$ cat src/rtl/present80_enc_core.sv
// present80_enc_core -- iterative PRESENT-80 block encryption, one round per clock.
//
// Each RUN cycle does one full round in a single step:
//   1. add the round key key_q[79:16]
//   2. apply the 16-nibble S-box layer
//   3. apply the bit permutation (present80_pbox)
// The key schedule advances on the same edge. After the last round the core
// sits in DONE and shows state ^ final round key until the consumer accepts it.
//
// Ports:
//   clk, rst_n              clock (rising edge), async active-low reset
//   in_valid/in_ready       plaintext+key offer; accepted when both are high
//   plaintext[63:0]         block to encrypt
//   key[79:0]               cipher key
//   out_valid/out_ready     ciphertext handshake
//   ciphertext[63:0]        result, forced to 0 outside DONE
//   busy                    high in RUN or DONE

// PRESENT bit permutation: input bit i moves to output bit (16*i) mod 63.
// Bit 63 maps to itself.
module present80_pbox (
    input  logic [63:0] din,
    output logic [63:0] dout
);
    for (genvar i = 0; i < 63; i++) begin : g_perm
        assign dout[(i * 16) % 63] = din[i];
    end
    assign dout[63] = din[63];
endmodule

module present80_enc_core #(
    parameter int unsigned NUM_ROUNDS = 31
) (
    input  logic        clk,
    input  logic        rst_n,
    input  logic        in_valid,
    output logic        in_ready,
    input  logic [63:0] plaintext,
    input  logic [79:0] key,
    output logic        out_valid,
    input  logic        out_ready,
    output logic [63:0] ciphertext,
    output logic        busy
);
    localparam logic [4:0] LAST_RC = 5'(NUM_ROUNDS);

    typedef enum logic [1:0] {
        S_IDLE = 2'd0,
        S_RUN  = 2'd1,
        S_DONE = 2'd2
    } fsm_e;

    fsm_e        fsm_q, fsm_d;
    logic [63:0] state_q, state_d;
    logic [79:0] key_q, key_d;
    logic [4:0]  rc_q, rc_d;

    function automatic logic [3:0] sbox(input logic [3:0] x);
        logic [3:0] y;
        case (x)
            4'h0: y = 4'hC;  4'h1: y = 4'h5;  4'h2: y = 4'h6;  4'h3: y = 4'hB;
            4'h4: y = 4'h9;  4'h5: y = 4'h0;  4'h6: y = 4'hA;  4'h7: y = 4'hD;
            4'h8: y = 4'h3;  4'h9: y = 4'hE;  4'hA: y = 4'hF;  4'hB: y = 4'h8;
            4'hC: y = 4'h4;  4'hD: y = 4'h7;  4'hE: y = 4'h1;  default: y = 4'h2;
        endcase
        return y;
    endfunction

    // ---------------- round datapath ----------------
    logic [63:0] add_key;
    logic [63:0] sbox_out;
    logic [63:0] perm_out;
    logic [79:0] key_rot;
    logic [79:0] key_next;

    assign add_key = state_q ^ key_q[79:16];

    always_comb begin
        sbox_out = '0;
        for (int n = 0; n < 16; n++) begin
            sbox_out[4*n +: 4] = sbox(add_key[4*n +: 4]);
        end
    end

    present80_pbox u_pbox (
        .din  (sbox_out),
        .dout (perm_out)
    );

    // Rotate left by 61, S-box the top nibble, fold the round counter into
    // bits 19:15.
    assign key_rot  = {key_q[18:0], key_q[79:19]};
    assign key_next = {sbox(key_rot[79:76]), key_rot[75:20],
                       key_rot[19:15] ^ rc_q, key_rot[14:0]};

    // ---------------- control ----------------
    always_comb begin
        fsm_d   = fsm_q;
        state_d = state_q;
        key_d   = key_q;
        rc_d    = rc_q;
        case (fsm_q)
            S_IDLE: begin
                if (in_valid) begin
                    state_d = plaintext;
                    key_d   = key;
                    rc_d    = 5'd1;
                    fsm_d   = S_RUN;
                end
            end
            S_RUN: begin
                state_d = perm_out;
                key_d   = key_next;
                // Hold the counter on the final round so it never wraps.
                if (rc_q == LAST_RC) begin
                    fsm_d = S_DONE;
                end else begin
                    rc_d = rc_q + 5'd1;
                end
            end
            S_DONE: begin
                if (out_ready) begin
                    fsm_d = S_IDLE;
                end
            end
            default: fsm_d = S_IDLE;
        endcase
    end

    always_ff @(posedge clk or negedge rst_n) begin
        if (!rst_n) begin
            fsm_q   <= S_IDLE;
            state_q <= '0;
            key_q   <= '0;
            rc_q    <= 5'd1;
        end else begin
            fsm_q   <= fsm_d;
            state_q <= state_d;
            key_q   <= key_d;
            rc_q    <= rc_d;
        end
    end

    // ---------------- outputs ----------------
    assign in_ready   = (fsm_q == S_IDLE);
    assign out_valid  = (fsm_q == S_DONE);
    assign busy       = (fsm_q != S_IDLE);
    // Final whitening key add; only the registered state feeds this path.
    assign ciphertext = out_valid ? add_key : 64'h0;

endmodule

$ cat config.mk
export PLATFORM = sky130hd
export DESIGN_NAME = present80_enc_core
export DESIGN_NICKNAME = d
export VERILOG_FILES = /design/src/rtl/present80_enc_core.sv
export SDC_FILE = /design/constraint.sdc
export NUM_CORES = 1
export LEC_CHECK = 0
export CORE_MARGIN = 2
export CORE_UTILIZATION = 40
export CTS_CLUSTER_DIAMETER = 80
export CTS_CLUSTER_SIZE = 24
export DETAILED_ROUTE_END_ITERATION = 7
export SLEW_MARGIN = 20
export SYNTH_ARGS = -nofsm -noshare
export SYNTH_HDL_FRONTEND = slang
export SYNTH_SLANG_ARGS = --single-unit
$ cat constraint.sdc
create_clock -name clk -period 3.07 [get_ports clk]
set_input_delay 0.614 -clock clk [delete_from_list [all_inputs] [get_ports clk]]
set_output_delay 0.614 -clock clk [all_outputs]
set_load 0.03 [all_outputs]
==> out/results.md, run 1 <==
- I/O pin count: 215
- core area: 0.0261 mm^2
- Final Core Density: 52.6%
- effective utilization at floorplan: 40.8%
- via density per instance: 5.81
- portion of the clock cycle consumed by the worst path in the final layout: 94.8%
- worst reg2reg path depth: 6
- Leakage: 5.99 nW
- net switching component of the power: 9.67 mW
- number of buffers on the longest clock path: 2
- Buffers on Ports: 214
- clock network fraction of total power: 11.4%
- Detailed Routing Iterations Pass 1: 6
- Clk Latency, worst-skew pair: 0.44 ns
- number of global-route vias before repair: 9834
- global-route wire length before repair: 60.9 mm
- status: complete, no violations
- floorplan die area: 0.0279 mm^2
- final-stage net count: 1664
- proportion of synthesized chip area in sequential cells: 35.5%
- synth unique cells: 57
- P_int: 9.77 mW
- maximum frequency from static timing analysis: 0.344 GHz
- Max Fanout on Critical Path: 6
- total area of multi-input combinational cells: 0.00622 mm^2
- setup repair after global routing missed its margin: false
- final total power: 19.4 mW
- switching fraction of total power: 49.7%
- proportion of power drawn by flip-flops and latches: 24.6%
- RR Endpoint: state_q[41]
- hold_ws: 0.189 ns
- number of max-slew violations in the final report: 0
- clock sink total: 151
- register area: 0.00378 mm^2
- number of buffers created by CTS: 17
- source of the worst register-to-register timing path: key_q[52]
- Die Ht: 167 um
- vias: 10500
- number of hold-slack violations in the final timing report: 0
- Detailed Place HPWL: 30.7 mm
- pre-CTS setup slack: 0.516 ns
- Gate power share: 64.0%
- Synth Flop Type: dfrtp_1
- number of setup violations in the final report: 0
- die width: 167 um
- time the final worst path needs with I/O delays and setup: 2.91 ns
- total routing usage reported by global routing: 28.9%
- tightest slew margin relative to the limit: 46.1%
- Total Wirelength: 40.6 mm
- number of antenna-violating nets in the routed design: 0
- number of DRC violations after detailed-routing iteration 0: 1086
- routability-driven placement congestion ratio: 0.924
- final setup margin: 0.159 ns
- critical path data required time: 2.46 ns
- total global routing overflow: 0
- proportion of register bits with asynchronous set or reset after synthesis: 100%
- number of standard cells after synthesis: 1267
- Cells after DPL: 1777
- Root Buffer Master: clkbuf_16
- synth warn: 0
- category of the worst setup path capture point: output port
- setup TNS after final layout: 0 ns
- synthesized area: 0.0106 mm^2
- layout cell share with drive strength beyond 1: 10.6%
- maximum vdd drop: 567 uV
- maximum number of pins on one net before global-route repair: 125
- Hold Buf Count CTS: 0
- Placed Area: 0.0131 mm^2
- number of maximum-capacitance constraint violations: 0
- H-tree level count: 4
- Worst Setup Path Type: reg -> out
- initial antenna violation count: 1
- transition time at the pin with the least slew margin: 0.803 ns
- residual DRC count: 0
- wire per inst: 22.4 um
- arrival time at the worst endpoint: 2.30 ns
- register-to-register path setup slack: 0.57 ns
- net count of the mapped netlist: 1470
- CTS tree: yes
- class of the tightest hold or removal check: in -> async
- number of cells in the finished layout apart from fillers: 1809
- Area growth, synth to finish: 28.8%
- placement row count: 59
- final design area excluding fillers: 0.0137 mm^2
- fillcell total: 2480
- clock transition at the registers of the reported paths: 0.08 ns
- Critical Path Source Type: flip-flop
- number of flops mapped to enable cells by yosys: 0
- power per unit of standard cell area: 1420 mW/mm^2
- worst clock skew on the final layout: 0.0138 ns
- diode count: 0
- Avg Cell Area, Syn: 8.40 um^2
- flops & latches, synth: 151
-- cell usage in the layout, fill, tap and decap left out, drive strengths merged, types with 3 or more instances in the layout --
cell           Yosys  routed
nor3               9       9
mux2i             25      25
o211ai            23      23
xnor2             56      56
clkbuf            16      18
and3              11      11
o22a              17      17
nor2             183     183
inv               68      76
a21oi             46      46
clkdlybuf4s50      0     177
a2111oi            5       5
a31oi             87      87
a211o              7       7
or2                5       5
nor2b             12      12
nand3              6       6
nand3b            21      21
a32oi              5       5
ha                55      55
mux4              10      10
o22ai             31      31
clkinv             0       3
dfrtp            150     150
buf               65      80
a211oi            32      32
nand2b             7       7
a2bb2oi            8       8
nand2            188     188
o21ai             52      52
xor2              32      32
mux2              10      10
-- per-layer routing --
| metal | vias to the layer above | global-route usage (%) | part of all wire [%] |
|---|---|---|---|
| met5 | - | 0 | 0.025 |
| met4 | 2 | 9.56 | 2.9 |
| met3 | 54 | 6.18 | 8.7 |
| met2 | 509 | 41.5 | 43 |
| met1 | 5118 | 43.0 | 46 |
| li1 | 4827 | - | - |
-- flip-flops by register name, indices dropped and copies added, names as in the netlist --
| register | count |
|---|---|
| key_q | 80 |
| fsm_q | 2 |
| rc_q | 5 |
| state_q | 64 |
-- synth_stat cells, drive strengths merged, types with 2 or more instances --
cell type,n,share of area (%)
and3,11,0.65
a311oi,2,0.16
o211ai,23,1.6
or2,5,0.29
mux4,10,2.1
o22a,17,1.4
mux2i,25,2.4
nor3,9,0.42
nand2,188,6.6
inv,68,2.4
o221ai,2,0.16
a31oi,87,5.1
a32oi,5,0.41
dfrtp,150,35
a2bb2oi,8,0.66
a221o,2,0.19
o22ai,31,1.8
mux2,10,1.1
nand2b,7,0.41
clkbuf,16,0.56
nand3,6,0.28
ha,55,6.5
nor2b,12,0.71
a211o,7,0.58
o2111ai,2,0.16
nand3b,21,1.5
a211oi,32,2.3
o21ai,52,2.5
a22o,2,0.16
xor2,32,2.8
buf,65,3.2
a2111oi,5,0.41
or3,2,0.12
xnor2,56,5.2
a21oi,46,2.2
nor2,183,6.5
-- area by class of cell --
type,instances,area share [%]
Multi-Input combinational cell,966,45.4
Sequential cell,151,27.6
Timing Repair Buffer,257,17.7
Clock buffer,18,3.13
Tap cell,335,3.06
Inverter,68,1.86
Clock inverter,14,1.29
-- how the worst max path moves through the flow --
stage / end / from / slack (ns)
after detailed placement: ciphertext[36] / fsm_q[0] / 0.52
final: ciphertext[37] / key_q[53] / 0.16
after global routing: ciphertext[31] / fsm_q[0] / 0.10
after global placement: ciphertext[36] / fsm_q[0] / 0.53
after CTS: ciphertext[36] / fsm_q[0] / 0.04
after floorplan: ciphertext[22] / fsm_q[0] / 1.01
-- critical path, stage by stage, from the launching register on --
cell             delay, ns
dfrtp_1               0.46
xnor2_1               0.63
nor2_1                0.14
clkdlybuf4s50_1       0.62
-- power groups by stage --
stage,Clock [mW],Combinational (mW),Sequential [mW]
5_1_grt,2.32,13.9,4.88
3_5_place_dp,0,12.2,4.77
4_1_cts,2.24,12.3,4.74
3_3_place_gp,0,12.1,4.75
6_report,2.21,12.4,4.79
2_1_floorplan,0,9.26,4.04
-- timing repair --
action                                  CTS  global route
resized for setup                         0             1
endpoints found under the hold margin     0             0
setup buffers                             0             0
endpoints found under the setup margin    0            12
-- kinds of logic after synthesis --
logic type               synth area share [%]
adder cells (fa/ha/maj)                  6.47
flip-flops                               35.5
AO/OA/AOI/OAI                            20.5
multiplexers                             5.53
buffers and inverters                    6.29
XOR/XNOR                                 8.02
AND/OR/NAND/NOR                          17.6
Note: power is estimated with default switching activity, not from simulation.
==> run 2: changes to the inputs <==
- CTS_BUF_LIST: unset -> sky130_fd_sc_hd__clkbuf_4 sky130_fd_sc_hd__clkbuf_8
- HOLD_SLACK_MARGIN: unset -> 0.03
==> run 2 against run 1 <==
Wire length barely moved. Worst hold slack got worse by 0.044 ns. Clock skew rose by 0.0079 ns. Final area fell by 1.4%. Total power fell by 2.8%. Highest routed layer unchanged.
==> out/results.md, run 2 (synthesized netlist as in run 1, its figures left out) <==
- status: complete, no violations, unchanged
- die width: 167 um, unchanged
- clock transition at the registers of the reported paths: 0.11 ns, was 0.08 ns
- Die Ht: 167 um, unchanged
- GR met2 Demand/Resource: 41.7%, was 41.5%
- floorplan die area: 0.0279 mm^2, unchanged
- routability-driven placement congestion ratio: 0.924, unchanged
- largest register by flop count: key_q, unchanged
- largest incremental delay on the critical path: 0.62 ns, was 0.63 ns
- tightest slew margin relative to the limit: 46.3%, was 46.1%
- diode count: 0, unchanged
- Detailed Place HPWL: 30.7 mm, unchanged
- worst reg2reg path depth: 6, unchanged
- total global routing overflow: 0, unchanged
- fraction of met3 tracks used by global routing: 5.66%, was 6.18%
- final-stage net count: 1664, unchanged
- class of the tightest hold or removal check: in -> async, unchanged
- Slowest-stage cell, CP: clkdlybuf4s50_1, was xnor2_1
- buffers inserted by post-CTS timing repair: 0, unchanged
- flip-flop count of the largest register after layout: 80, unchanged
- count of buffer and inverter cells on the critical path: 1, unchanged
- number of hold-slack violations in the final timing report: 0, unchanged
- setup TNS after final layout: 0 ns, unchanged
- number of cells on the critical path: 3, unchanged
- category of the worst setup path capture point: output port, unchanged
- vias: 10400, was 10500
- CP delay by family, top: buffers and inverters, was XOR/XNOR gates
- wire per inst: 22.4 um, about the same
- maximum frequency from static timing analysis: 0.341 GHz, was 0.344 GHz
- peak-usage layer in the global routing report: met1, unchanged
- number of max-slew violations in the final report: 0, unchanged
- core area: 0.0261 mm^2, unchanged
- clock sink total: 151, unchanged
- Worst Setup Path Type: reg -> out, unchanged
- Max Fanout on Critical Path: 6, unchanged
- setup repair after global routing missed its margin: false, unchanged
- placement row count: 59, unchanged
- number of buffers on the longest clock path: 2, unchanged
- maximum number of pins on one net before global-route repair: 125, unchanged
- time the final worst path needs with I/O delays and setup: 2.93 ns, was 2.91 ns
- layout cell share with drive strength beyond 1: 10.7%, was 10.6%
- number of buffers created by CTS: 17, unchanged
- I/O pin count: 215, unchanged
- maximum vdd drop: 569 uV, was 567 uV
- Total Wirelength: 40.6 mm, about the same
- net switching component of the power: 9.60 mW, was 9.67 mW
- worst clock skew on the final layout: 0.0217 ns, was 0.0138 ns
- Buffers on Ports: 214, unchanged
- Gate power share: 65.7%, was 64.0%
- Root Buffer Master: clkbuf_8, was clkbuf_16
- arrival time at the worst endpoint: 2.31 ns, was 2.30 ns
- Final Core Density: 51.9%, was 52.6%
- number of maximum-capacitance constraint violations: 0, unchanged
- proportion of power drawn by flip-flops and latches: 25.4%, was 24.6%
- Area growth, synth to finish: 27.0%, was 28.8%
- H-tree level count: 4, unchanged
- top library cells by usage in the layout, fill and taps aside: 187 x nand2_1, 181 x nor2_1, 177 x clkdlybuf4s50_1, unchanged
- GR Layer Usage met1: 43.1%, was 43.0%
- number of setup violations in the final report: 0, unchanged
- top flop regs: key_q (80), state_q (64), rc_q (5), unchanged
- Critical Path Source Type: flip-flop, unchanged
- Detailed Routing Iterations Pass 1: 6, unchanged
- initial antenna violation count: 1, unchanged
- residual DRC count: 0, unchanged
- transition time at the pin with the least slew margin: 0.799 ns, was 0.803 ns
- number of global-route vias before repair: 9772, was 9834
- Clk Latency, worst-skew pair: 0.48 ns, was 0.44 ns
- total routing usage reported by global routing: 28.9%, about the same
- global-route wire length before repair: 61.0 mm, was 60.9 mm
- number of DRC violations after detailed-routing iteration 0: 1147, was 1086
- power per unit of standard cell area: 1400 mW/mm^2, was 1420 mW/mm^2
- number of antenna-violating nets in the routed design: 0, unchanged
- clock network fraction of total power: 8.9%, was 11.4%
- via density per instance: 5.77, was 5.81
- most frequent standard cell in the layout excluding fill and tap cells: nand2_1, unchanged
- ordered list of cells on the worst path: xnor2_1, nor2_1, clkdlybuf4s50_1, unchanged
- portion of the clock cycle consumed by the worst path in the final layout: 95.4%, was 94.8%
- P_int: 9.30 mW, was 9.77 mW
- critical path data required time: 2.46 ns, about the same
- Leakage: 5.90 nW, was 5.99 nW
- CTS tree: yes, unchanged
- number of gates resized after CTS: 1, was 0
- switching fraction of total power: 50.8%, was 49.7%
- Hold Buf Count CTS: 0, unchanged
- effective utilization at floorplan: 40.8%, unchanged
## run 2: metrics by stage
step / hold slack (ns) / instance area, um^2 / total power [mW] / worst slack, ns / std cells
after global routing: 0.192 / 13500 / 20.5 / 0.0569 / 1809
after detailed placement: 0.509 / 13100 / 17.0 / 0.516 / 1777
after floorplan: 0.318 / 10600 / 13.3 / 1.01 / 1267
after global placement: 0.502 / 13100 / 16.9 / 0.533 / 1777
after CTS: 0.170 / 13500 / 18.8 / 0.159 / 1809
final: 0.145 / 13500 / 18.9 / 0.141 / 1809
## run 2: power by group through the flow
stage	clock network [mW]	logic [mW]	registers, mW
2_1_floorplan	0	9.26	4.04
3_3_place_gp	0	12.1	4.75
3_5_place_dp	0	12.2	4.77
4_1_cts	1.71	12.3	4.73
5_1_grt	1.78	13.9	4.88
6_report	1.68	12.4	4.79
## run 2: final cells by class
type / count / area [um^2]
Fill cell: 2512 / 12500
Multi-Input combinational cell: 966 / 6220
Timing Repair Buffer: 257 / 2420
Clock inverter: 14 / 176
Tap cell: 335 / 419
Sequential cell: 151 / 3780
Clock buffer: 18 / 241
Inverter: 68 / 255
## run 2: per-layer routing
layer / vias up / share of wire [%]
li1: 4820 / -
met1: 5109 / 46
met2: 445 / 43
met3: 57 / 8.0
met4: 2 / 2.9
met5: - / 0.032
## run 2: path summary, 6_finish.rpt
kind,slack [ns],endpoint,startpoint
hold reg to reg,0.53,key_q[68],key_q[7]
min in group clk,0.53,key_q[68],key_q[7]
hold / removal,0.15,state_q[40],rst_n
setup / recovery,0.14,ciphertext[37],key_q[53]
max in group asynchronous,2.08,rc_q[0],rst_n
setup reg to reg,0.58,state_q[41],key_q[52]
==> run 3: changes to the inputs <==
- clock period: 3.07 -> 3.3 ns (I/O delays scaled with it)
==> run 3 against run 2 <==
Die area is the same. Critical path type unchanged. Clock skew shrank 0.0034 ns. Non-clock buffer count shrank 7. Total power shrank 7.8%. Via count shrank 1.5%. Register-to-register slack gained 0.39 ns. Highest routed layer is now met4.
==> out/results.md, run 3 (synthesized netlist as in run 1, its figures left out) <==
- top flop regs: key_q (80), state_q (64), rc_q (5), unchanged
- number of antenna-violating nets in the routed design: 0, unchanged
- Placed Area: 0.0130 mm^2, was 0.0131 mm^2
- setup repair after global routing missed its margin: false, unchanged
- largest incremental delay on the critical path: 0.67 ns, was 0.62 ns
- H-tree level count: 4, unchanged
- Max Fanout on Critical Path: 29, was 6
- final-stage net count: 1657, was 1664
- Critical Path Source Type: flip-flop, unchanged
- diode count: 0, unchanged
- clock sink total: 151, unchanged
- worst clock skew on the final layout: 0.0183 ns, was 0.0217 ns
- Clk Latency, worst-skew pair: 0.47 ns, was 0.48 ns
- effective utilization at floorplan: 40.8%, unchanged
- fraction of met3 tracks used by global routing: 5.42%, was 5.66%
- number of global-route vias before repair: 9737, was 9772
- initial antenna violation count: 0, was 1
- residual DRC count: 0, unchanged
- number of setup violations in the final report: 0, unchanged
- GR Layer Usage met1: 40.3%, was 43.1%
- I/O pin count: 215, unchanged
- Worst Setup Path Type: reg -> out, unchanged
- ordered list of cells on the worst path: inv_1, nand2_4, buf_4, nor2_1, clkdlybuf4s50_1, was xnor2_1, nor2_1, clkdlybuf4s50_1
- Buffers on Ports: 214, unchanged
- Detailed Routing Iterations Pass 1: 6, unchanged
- most frequent standard cell in the layout excluding fill and tap cells: nand2_1, unchanged
- largest register by flop count: key_q, unchanged
- die width: 167 um, unchanged
- Hold Buf Count CTS: 0, unchanged
- core area: 0.0261 mm^2, unchanged
- GR met2 Demand/Resource: 43.1%, was 41.7%
- number of DRC violations after detailed-routing iteration 0: 1096, was 1147
- category of the worst setup path capture point: output port, unchanged
- total routing usage reported by global routing: 27.9%, was 28.9%
- Die Ht: 167 um, unchanged
- critical path data required time: 2.64 ns, was 2.46 ns
- global-route wire length before repair: 58.9 mm, was 61.0 mm
- CTS tree: yes, unchanged
- tightest slew margin relative to the limit: 38.7%, was 46.3%
- portion of the clock cycle consumed by the worst path in the final layout: 89.2%
- Slowest-stage cell, CP: clkdlybuf4s50_1, unchanged
- maximum vdd drop: 457 uV, was 569 uV
- time the final worst path needs with I/O delays and setup: 2.94 ns
- vias: 10300, was 10400
- placement row count: 59, unchanged
- via density per instance: 5.70, was 5.77
- top library cells by usage in the layout, fill and taps aside: 187 x nand2_1, 181 x nor2_1, 178 x clkdlybuf4s50_1, was 187 x nand2_1, 181 x nor2_1, 177 x clkdlybuf4s50_1
- status: complete, no violations, unchanged
- Area growth, synth to finish: 26.2%, was 27.0%
- class of the tightest hold or removal check: in -> async, unchanged
- number of max-slew violations in the final report: 0, unchanged
- number of buffers on the longest clock path: 2, unchanged
- Total Wirelength: 39.3 mm, was 40.6 mm
- total global routing overflow: 0, unchanged
- maximum number of pins on one net before global-route repair: 129, was 125
- critical path startpoint: fsm_q[0], was key_q[53]
- maximum frequency from static timing analysis: 0.340 GHz
- power per unit of standard cell area: 1300 mW/mm^2, was 1400 mW/mm^2
- number of hold-slack violations in the final timing report: 0, unchanged
- number of buffers created by CTS: 17, unchanged
- number of maximum-capacitance constraint violations: 0, unchanged
- transition time at the pin with the least slew margin: 0.920 ns, was 0.799 ns
- worst reg2reg path depth: 6, unchanged
- clock transition at the registers of the reported paths: 0.11 ns, about the same
- Leakage: 5.85 nW, was 5.90 nW
- flip-flop count of the largest register after layout: 80, unchanged
- source of the worst register-to-register timing path: key_q[73], was key_q[52]
- final design area excluding fillers: 0.0134 mm^2, was 0.0135 mm^2
- layout cell share with drive strength beyond 1: 10.2%, was 10.7%
- setup TNS after final layout: 0 ns, unchanged
- Root Buffer Master: clkbuf_8, unchanged
- peak-usage layer in the global routing report: met2, was met1
- floorplan die area: 0.0279 mm^2, unchanged
- arrival time at the worst endpoint: 2.28 ns, was 2.31 ns
- routability-driven placement congestion ratio: 0.932, was 0.924
- wire per inst: 21.8 um, was 22.4 um
- Detailed Place HPWL: 30.0 mm, was 30.7 mm
## run 3: what timing repair did
item                       CTS  global route
gates resized for setup      0             1
setup buffers                0             0
setup endpoints to repair    0            12
## run 3: metrics by stage
stage,hold slack (ns),power (mW),util (%),std cells,worst slack [ns]
floorplan,0.364,12.4,-,1267,1.20
global placement,0.507,15.6,50.0,1770,0.646
detailed placement,0.512,15.8,50.0,1770,0.615
CTS,0.231,17.3,51.5,1802,0.111
global route,0.245,18.9,51.5,1802,0.169
finish,0.196,17.4,51.5,1802,0.356
## run 3: power by group
group / total [mW] / switching (mW) / internal [mW]
clock: 1.49 / 0.909 / 0.582
combinational: 11.5 / 6.54 / 4.97
sequential: 4.44 / 1.47 / 2.97
total: 17.4 / 8.91 / 8.52
## run 3: per-layer routing
layer	part of all wire, %	routed length [um]	vias to the layer above
li1	-	-	4818
met1	46	18100	4988
met2	45	17600	421
met3	7.3	2850	49
met4	2.0	766	0
met5	0	0	-
## run 3: final timing paths
check / end / slack (ns)
max: ciphertext[40] / 0.36
min: state_q[21] / 0.20
max reg2reg: state_q[46] / 0.97
min reg2reg: state_q[9] / 0.53
max in group asynchronous: key_q[24] / 2.22
min in group clk: state_q[9] / 0.53
## run 3: critical path: cells and delay by family, from the launching register on
| kind | cells | cell delay (ns) |
|---|---|---|
| AND/OR/NAND/NOR | 2 | 0.36 |
| flip-flops | 1 | 0.39 |
| buffers and inverters | 3 | 1.07 |
## run 3: final cells by class
class,instances,area [um^2]
clock inverter,15,174
inverter,68,255
sequential,151,3780
timing repair buffer,250,2350
multi-input combinational,966,6220
clock buffer,17,234
fill,2519,12600
tap,335,419
